## src/rtl/bufg_switch_ctrl_pkg.sv

```systemverilog
// Shared clocking package for the global clock mux sequencer.
//
// Holds the sequencer state encoding, the number of heartbeat activity
// events that count as "this clock is running", and a small helper used
// to size the shared cycle counter.
//
// Optional feature macro used by the importing RTL: BUFG_SWITCH_ALIVE_EN.
package bufg_switch_ctrl_pkg;

   // Sequencer states, in the order a full switch walks through them
   typedef enum logic [2:0] {
      IDLE  = 3'd0,
      CHECK = 3'd1,
      DROP  = 3'd2,
      ARM   = 3'd3,
      DONE  = 3'd4
   } state_t;

   // Activity events needed before a heartbeat is trusted as alive
   localparam int ACT_EVENTS = 2;

   // Largest of three cycle limits; one counter serves every timed state
   function automatic int max3(input int a, input int b, input int c);
      int m;
      m = a;
      if (b > m) m = b;
      if (c > m) m = c;
      return m;
   endfunction

endpackage

```

## src/rtl/bufg_switch_ctrl_hb.sv

```systemverilog
// hb_activity_det: heartbeat activity detector.
//
// Brings a toggling heartbeat from a foreign clock domain into clk through
// a 2-flop synchronizer, then compares the synchronized level with its
// previous value. Every change of level is one activity event.
//
// Ports:
//   clk  - control clock
//   rst  - asynchronous active-high reset
//   hb   - heartbeat, asynchronous to clk
//   evt  - one-cycle activity event in the clk domain
module hb_activity_det (
   input  logic clk,
   input  logic rst,
   input  logic hb,
   output logic evt
);

   logic [2:0] sync_q;

   // sync_q[0..1] form the synchronizer; sync_q[2] is the previous
   // synchronized level used by the edge detector
   always_ff @(posedge clk or posedge rst) begin
      if (rst) begin
         sync_q <= '0;
      end else begin
         sync_q <= {sync_q[1:0], hb};
      end
   end

   // Both inputs of the XOR are flop outputs in the clk domain
   assign evt = sync_q[2] ^ sync_q[1];

endmodule

```

## src/rtl/bufg_switch_ctrl.sv

```systemverilog
// bufg_switch_ctrl: control-clock sequencer for a two-input glitch-free
// global clock mux.
//
// Drives the mux select, clock-enable and ignore inputs so that a switch
// always deselects the current clock before selecting the target clock.
// With BUFG_SWITCH_ALIVE_EN defined, the target heartbeat must show
// activity within ALIVE_WINDOW cycles or the request is rejected with err;
// without it the request goes straight to deselection and err stays 0.
//
// Parameters:
//   INIT_SEL      - clock selected out of reset (0 or 1)
//   ALIVE_WINDOW  - cycles allowed to see target heartbeat activity
//   DROP_TIMEOUT  - cycles to wait for the current clock to go quiet
//                   normally before forcing its ignore input
//   SETTLE_CYCLES - cycles the new selection is held before completion
//
// Ports:
//   clk, rst            - control clock, asynchronous active-high reset
//   sel_req, sel        - single-cycle switch request and target index
//   hb0, hb1            - heartbeats from the clock-0/clock-1 domains
//   s0, s1              - mux select inputs
//   ce0, ce1            - mux clock enables
//   ignore0, ignore1    - mux ignore inputs
//   cur_sel             - committed clock index
//   busy                - switch in progress
//   done                - one-cycle pulse when a request completes
//   err                 - one-cycle pulse when a dead target is rejected
//
// Optional feature macro: BUFG_SWITCH_ALIVE_EN.
module bufg_switch_ctrl #(
   parameter int INIT_SEL      = 0,
   parameter int ALIVE_WINDOW  = 32,
   parameter int DROP_TIMEOUT  = 64,
   parameter int SETTLE_CYCLES = 8
) (
   input  logic clk,
   input  logic rst,
   input  logic sel_req,
   input  logic sel,
   input  logic hb0,
   input  logic hb1,
   output logic s0,
   output logic s1,
   output logic ce0,
   output logic ce1,
   output logic ignore0,
   output logic ignore1,
   output logic cur_sel,
   output logic busy,
   output logic done,
   output logic err
);

   import bufg_switch_ctrl_pkg::*;

   localparam int CNT_MAX = max3(ALIVE_WINDOW, DROP_TIMEOUT, SETTLE_CYCLES);
   localparam int CW      = $clog2(CNT_MAX + 1);
   localparam int EW      = $clog2(ACT_EVENTS + 1);

   localparam logic       INIT_BIT    = (INIT_SEL != 0);
   localparam logic [1:0] INIT_ONEHOT = INIT_BIT ? 2'b10 : 2'b01;

   localparam logic [CW-1:0] CNT_SAT    = '1;
   localparam logic [CW-1:0] DROP_LIM   = CW'(DROP_TIMEOUT);
   localparam logic [CW-1:0] SETTLE_LIM = CW'(SETTLE_CYCLES);
   localparam logic [EW-1:0] EV_SAT     = '1;
   localparam logic [EW-1:0] EV_LIM     = EW'(ACT_EVENTS);
`ifdef BUFG_SWITCH_ALIVE_EN
   localparam logic [CW-1:0] ALIVE_LIM  = CW'(ALIVE_WINDOW);
`endif

   state_t        state_q, state_n;
   logic [CW-1:0] cnt_q, cnt_n, cnt_inc;
   logic [EW-1:0] ev_q, ev_n, ev_inc;
   logic          tgt_q, tgt_n;
   logic          cur_q, cur_n;
   logic [1:0]    s_q, s_n;
   logic [1:0]    ce_q, ce_n;
   logic [1:0]    ign_q, ign_n;
   logic          busy_q, busy_n;
   logic          done_q, done_n;
`ifdef BUFG_SWITCH_ALIVE_EN
   logic          err_q, err_n;
`endif
   logic [1:0]    evt;
   logic          evt_sel;

   hb_activity_det u_hb0 (
      .clk (clk),
      .rst (rst),
      .hb  (hb0),
      .evt (evt[0])
   );

   hb_activity_det u_hb1 (
      .clk (clk),
      .rst (rst),
      .hb  (hb1),
      .evt (evt[1])
   );

   // CHECK watches the target heartbeat; DROP watches the clock being released
`ifdef BUFG_SWITCH_ALIVE_EN
   assign evt_sel = (state_q == CHECK) ? evt[tgt_q] : evt[cur_q];
`else
   assign evt_sel = evt[cur_q];
`endif

   // Both counters stop at all-ones rather than wrapping back to zero
   assign cnt_inc = (cnt_q == CNT_SAT) ? cnt_q : cnt_q + CW'(1);
   assign ev_inc  = (ev_q == EV_SAT)   ? ev_q  : ev_q + EW'(evt_sel);

   // State and output registers; every output comes straight from a flop
   always_ff @(posedge clk or posedge rst) begin
      if (rst) begin
         state_q <= IDLE;
         cnt_q   <= '0;
         ev_q    <= '0;
         tgt_q   <= INIT_BIT;
         cur_q   <= INIT_BIT;
         s_q     <= INIT_ONEHOT;
         ce_q    <= INIT_ONEHOT;
         ign_q   <= '0;
         busy_q  <= 1'b0;
         done_q  <= 1'b0;
`ifdef BUFG_SWITCH_ALIVE_EN
         err_q   <= 1'b0;
`endif
      end else begin
         state_q <= state_n;
         cnt_q   <= cnt_n;
         ev_q    <= ev_n;
         tgt_q   <= tgt_n;
         cur_q   <= cur_n;
         s_q     <= s_n;
         ce_q    <= ce_n;
         ign_q   <= ign_n;
         busy_q  <= busy_n;
         done_q  <= done_n;
`ifdef BUFG_SWITCH_ALIVE_EN
         err_q   <= err_n;
`endif
      end
   end

   // Next-state logic. Mux controls change only on state transitions, so
   // the deselect of the current clock (entering DROP) always lands at
   // least one cycle before the select of the target (entering ARM).
   always_comb begin
      state_n = state_q;
      cnt_n   = cnt_q;
      ev_n    = ev_q;
      tgt_n   = tgt_q;
      cur_n   = cur_q;
      s_n     = s_q;
      ce_n    = ce_q;
      ign_n   = ign_q;
      busy_n  = busy_q;
      done_n  = 1'b0;
`ifdef BUFG_SWITCH_ALIVE_EN
      err_n   = 1'b0;
`endif

      case (state_q)
         IDLE: begin
            cnt_n  = '0;
            ev_n   = '0;
            busy_n = 1'b0;
            if (sel_req) begin
               if (sel == cur_q) begin
                  done_n = 1'b1;
               end else begin
                  tgt_n  = sel;
                  busy_n = 1'b1;
`ifdef BUFG_SWITCH_ALIVE_EN
                  state_n = CHECK;
`else
                  state_n        = DROP;
                  s_n[cur_q]     = 1'b0;
                  ce_n[cur_q]    = 1'b0;
`endif
               end
            end
         end

`ifdef BUFG_SWITCH_ALIVE_EN
         CHECK: begin
            cnt_n = cnt_inc;
            ev_n  = ev_inc;
            if (ev_inc >= EV_LIM) begin
               state_n     = DROP;
               cnt_n       = '0;
               ev_n        = '0;
               s_n[cur_q]  = 1'b0;
               ce_n[cur_q] = 1'b0;
            end else if (cnt_inc >= ALIVE_LIM) begin
               state_n = IDLE;
               cnt_n   = '0;
               ev_n    = '0;
               busy_n  = 1'b0;
               err_n   = 1'b1;
            end
         end
`endif

         DROP: begin
            cnt_n = cnt_inc;
            ev_n  = ev_inc;
            if (ev_inc >= EV_LIM || cnt_inc >= DROP_LIM) begin
               state_n     = ARM;
               cnt_n       = '0;
               ev_n        = '0;
               s_n[tgt_q]  = 1'b1;
               ce_n[tgt_q] = 1'b1;
               // The old clock never confirmed it let go: force the mux past it
               if (ev_inc < EV_LIM) begin
                  ign_n[cur_q] = 1'b1;
               end
            end
         end

         ARM: begin
            cnt_n = cnt_inc;
            if (cnt_inc >= SETTLE_LIM) begin
               state_n = DONE;
               cnt_n   = '0;
               cur_n   = tgt_q;
               ign_n   = '0;
            end
         end

         DONE: begin
            state_n = IDLE;
            busy_n  = 1'b0;
            done_n  = 1'b1;
         end

         default: begin
            state_n = IDLE;
         end
      endcase
   end

   assign s0      = s_q[0];
   assign s1      = s_q[1];
   assign ce0     = ce_q[0];
   assign ce1     = ce_q[1];
   assign ignore0 = ign_q[0];
   assign ignore1 = ign_q[1];
   assign cur_sel = cur_q;
   assign busy    = busy_q;
   assign done    = done_q;
`ifdef BUFG_SWITCH_ALIVE_EN
   assign err     = err_q;
`else
   assign err     = 1'b0;
`endif

endmodule

```

## config.mk

```make
export PLATFORM = sky130hd
export DESIGN_NAME = bufg_switch_ctrl
export DESIGN_NICKNAME = d
export VERILOG_FILES = /design/src/rtl/bufg_switch_ctrl_pkg.sv /design/src/rtl/bufg_switch_ctrl_hb.sv /design/src/rtl/bufg_switch_ctrl.sv
export SDC_FILE = /design/constraint.sdc
export NUM_CORES = 1
export LEC_CHECK = 0
export BUFFER_PORTS_ARGS = -buffer_cell sky130_fd_sc_hd__buf_2
export CAP_MARGIN = 20
export CORE_ASPECT_RATIO = 1.4
export CORE_UTILIZATION = 48
export CTS_CLUSTER_DIAMETER = 60
export DETAILED_ROUTE_END_ITERATION = 10
export PLACE_DENSITY = 0.68
export SYNTH_ARGS = -nofsm -noshare
export SYNTH_HDL_FRONTEND = slang
export SYNTH_SLANG_ARGS = --single-unit
```

## constraint.sdc

```tcl
create_clock -name clk -period 5 [get_ports clk]
set_input_delay 0.5 -clock clk [delete_from_list [all_inputs] [get_ports clk]]
set_output_delay 0.5 -clock clk [all_outputs]
set_load 0.02 [all_outputs]
```

==> impl_metrics.xml <==
<?xml version="1.0" encoding="UTF-8"?>
<metrics>
  <group name="outcome">
    <metric name="status" unit="">finished clean</metric>
  </group>
  <group name="flow_run">
    <metric name="maxCapViolations" unit="">0</metric>
  </group>
  <group name="critical_path">
    <metric name="worst_setup_path_end_kind" unit="">flip-flop</metric>
    <metric name="worstPathRequired" unit="ps">5230</metric>
    <metric name="path_cells" unit="">ha_1 -&gt; nand4_1 -&gt; a21oi_1 -&gt; or3_4 -&gt; nand2b_4 -&gt; mux2_1</metric>
    <metric name="path_max_fanout" unit="">8</metric>
    <metric name="timing.critical_path.max_delay_family" unit="">simple AND/OR/NAND/NOR gates</metric>
    <metric name="crit_slowest_cell" unit="">dfrtp_1</metric>
    <metric name="critPathMaxStageDelay" unit="ps">470</metric>
    <metric name="critPathLaunchType" unit="">flip-flop</metric>
    <metric name="critical_path_arrival" unit="ps">2250</metric>
    <metric name="timing.setup.critical_path_class" unit="">reg -&gt; reg</metric>
    <metric name="crit_buf_inv" unit="">0</metric>
  </group>
  <group name="yosys">
    <metric name="synth.yosys.seq_area_share" unit="">0.555</metric>
    <metric name="postSynthAreaPerCell" unit="µm²">10.7</metric>
    <metric name="syn-num-nets" unit="">127</metric>
    <metric name="ys_seq_elements" unit="">28</metric>
    <metric name="synth-main-ff-cell" unit="">dfrtp_1</metric>
    <metric name="postSynthCellCount" unit="">119</metric>
    <metric name="syn_area" unit="µm²">1270</metric>
    <metric name="post_synth_num_cell_types" unit="">38</metric>
    <metric name="number_of_warning_messages_in_the_yosys_log" unit="">0</metric>
    <metric name="ys_async_sr_fraction" unit="">1.00</metric>
    <metric name="synth_enable_flop_cells" unit="">0</metric>
    <metric name="synth_common_cells" unit="">dfrtp_1 (26), nand2_1 (12), a21o_1 (10), a21oi_1 (6), nor3_1 (6)</metric>
    <metric name="synth.area.top_cells" unit="">dfrtp_1 (51%), a21o_1 (5.9%), dfstp_2 (4.1%)</metric>
    <metric name="yosysMostFrequentCell" unit="">dfrtp_1</metric>
    <metric name="yosysTopAreaCell" unit="">dfrtp_1</metric>
    <metric name="yosysTopAreaCellShare" unit="">0.513</metric>
  </group>
  <group name="sta">
    <metric name="slew_violations" unit="">0</metric>
    <metric name="fin_setup_tns" unit="ps">0</metric>
    <metric name="grt_setup_unrepaired" unit="">false</metric>
    <metric name="clock.fmax" unit="GHz">0.496</metric>
    <metric name="finalCriticalPeriod" unit="ps">2020</metric>
    <metric name="setup_viol_count_final" unit="">0</metric>
    <metric name="worst_slack" unit="ps">2980</metric>
    <metric name="final-hold-violation-count" unit="">0</metric>
    <metric name="max-slew-margin-rel" unit="">0.638</metric>
    <metric name="min_period_over_period" unit="">0.403</metric>
    <metric name="finalClockSkew" unit="ps">9.90</metric>
    <metric name="final.hold.worst_slack" unit="ps">174</metric>
    <metric name="worst-slew-pin-transition" unit="ps">542</metric>
  </group>
  <group name="route">
    <metric name="post-route-drc-count" unit="">0</metric>
    <metric name="via_per_inst" unit="">5.55</metric>
    <metric name="via_count" unit="">932</metric>
    <metric name="routed_len_inst" unit="µm">13.6</metric>
    <metric name="drt_pass1_iterations" unit="">4</metric>
    <metric name="wl_met1" unit="mm">1.00</metric>
    <metric name="route.met3.wl" unit="µm">51</metric>
    <metric name="drtIter0Drc" unit="">10</metric>
    <metric name="wirelength" unit="mm">2.29</metric>
    <metric name="postRouteAntennaNets" unit="">0</metric>
    <metric name="top_layer" unit="">met4</metric>
    <metric name="wl_met2" unit="mm">1.18</metric>
  </group>
  <group name="clock_network">
    <metric name="worst_setup_hold_path_clk_slew" unit="ps">160</metric>
    <metric name="cts_tree" unit="">built</metric>
    <metric name="cts_bufs_inserted" unit="">3</metric>
    <metric name="htree_num_levels" unit="">1</metric>
    <metric name="post_cts_resize_count" unit="">0</metric>
    <metric name="clk_latency" unit="ps">340</metric>
    <metric name="clk_path_buf_depth" unit="">2</metric>
    <metric name="cts-hold-fix-buffers" unit="">0</metric>
    <metric name="cts_root_buf" unit="">clkbuf_4</metric>
    <metric name="cts_num_sinks" unit="">28</metric>
    <metric name="post_cts.repair.setup_buffers" unit="">0</metric>
  </group>
  <group name="grt">
    <metric name="grt_start_max_net_pins" unit="">29</metric>
    <metric name="global_route.overflow_total" unit="">0</metric>
    <metric name="grt_pass1_vias" unit="">924</metric>
    <metric name="number_of_antenna_violations_at_the_first_check_in_global_routing" unit="">0</metric>
    <metric name="global_route_wire_length_before_repair" unit="mm">4.12</metric>
    <metric name="grt_use_total" unit="">0.195</metric>
  </group>
  <group name="finish">
    <metric name="synthToLayoutAreaGrowth" unit="%">12.4</metric>
    <metric name="final_net_count" unit="">143</metric>
    <metric name="antenna_cells" unit="">0</metric>
    <metric name="layout-drive-gt1-share" unit="">0.187</metric>
    <metric name="final_cell_area" unit="µm²">1430</metric>
    <metric name="fillerInstances" unit="">215</metric>
    <metric name="finished_core_util" unit="">0.583</metric>
  </group>
  <group name="placement">
    <metric name="place_ws" unit="ps">3030</metric>
    <metric name="postPlaceCellArea" unit="µm²">1360</metric>
    <metric name="place.port_buffers" unit="">14</metric>
    <metric name="place.gp.congestion" unit="">0.940</metric>
    <metric name="dpl.hpwl" unit="mm">1.69</metric>
  </group>
  <group name="die">
    <metric name="rows" unit="">21</metric>
    <metric name="floorplan.core_area" unit="µm²">2440</metric>
    <metric name="effective_utilization_at_floorplan" unit="">0.519</metric>
    <metric name="design.die.area" unit="µm²">2850</metric>
    <metric name="io_pins" unit="">16</metric>
    <metric name="die_y" unit="µm">62.8</metric>
    <metric name="die_w" unit="µm">45.4</metric>
  </group>
  <group name="worst_hold_path">
    <metric name="min-delay-path-class" unit="">in -&gt; async</metric>
  </group>
  <group name="power_and_ir_drop">
    <metric name="power.leakage" unit="nW">0.753</metric>
    <metric name="ir_worst_vdd" unit="mV">0.279</metric>
    <metric name="power_density" unit="nW/µm²">528</metric>
  </group>
</metrics>
==> cell families after synthesis <==
logic type / share of synthesized area
buffers and inverters: 0.0326
flip-flops: 0.555
AO/OA/AOI/OAI: 0.169
XOR/XNOR: 0.0207
adder cells (fa/ha/maj): 0.0197
other: 0.00296
multiplexers: 0.00888
AND/OR/NAND/NOR: 0.192
==> per-stage QoR <==
stage / cells / total power (W)
2_1_floorplan: 119 / 0.000542
3_3_place_gp: 163 / 0.000597
3_5_place_dp: 163 / 0.000609
4_1_cts: 167 / 0.000759
5_1_grt: 168 / 0.000811
6_report: 168 / 0.000753
==> registers in the layout, indices dropped and copies added (netlist names), 2 cells and up <==
signal / cells
u_hb0.sync_q: 3
u_hb1.sync_q: 3
s_q: 2
ev_q: 2
ce_q: 2
ign_q: 2
state_q: 3
cnt_q: 7
==> cell type report <==
type	instances	area [µm²]	area share
Timing Repair Buffer	15	85.1	0.0597
Clock buffer	3	22.5	0.0158
Tap cell	34	42.5	0.0299
Inverter	5	18.8	0.0132
Sequential cell	28	703	0.493
Clock inverter	1	30.0	0.0211
Multi-Input combinational cell	82	523	0.367
==> layer usage <==
metal,track usage,up-vias
li1,-,452
met1,0.237,460
met2,0.321,15
met3,0.0260,5
met4,0.0947,0
met5,0,-
==> worst reg2reg max path, cell delays in order, from the launching register on <==
cell,delay [ps]
dfrtp_1,470
ha_1,290
nand4_1,170
a21oi_1,120
or3_4,430
nand2b_4,100
mux2_1,330
==> cells in the final DEF, fill, tap and decap left out, types with 3 or more instances in the layout <==
cell / n
a21o_1: 10
a21oi_1: 6
a22o_1: 3
a31oi_1: 3
buf_2: 14
clkbuf_4: 3
dfrtp_1: 26
inv_1: 5
nand2_1: 12
nor2_1: 4
nor3_1: 6
o21ai_0: 5
==> path summary, 6_finish.rpt <==
kind / start / end / slack [ps] / depth (start not counted)
max reg2reg: cnt_q[0] / cur_sel / 2980 / 6
min: rst / ev_q[0] / 170 / 2
min reg2reg: u_hb0.sync_q[0] / u_hb0.sync_q[1] / 370 / 0
max in group asynchronous: rst / ce_q[0] / 4270 / 3
max: cnt_q[0] / cur_sel / 2980 / 6
min in group clk: hb0 / u_hb0.sync_q[0] / 250 / 1
==> power breakdown <==
group          leakage (nW)  internal [W]  switching, W
Sequential            0.355      0.000285     0.0000586
Clock                0.0279     0.0000812     0.0000687
Combinational         0.371      0.000110      0.000149
No activity file was read; power rests on OpenSTA's default activity.
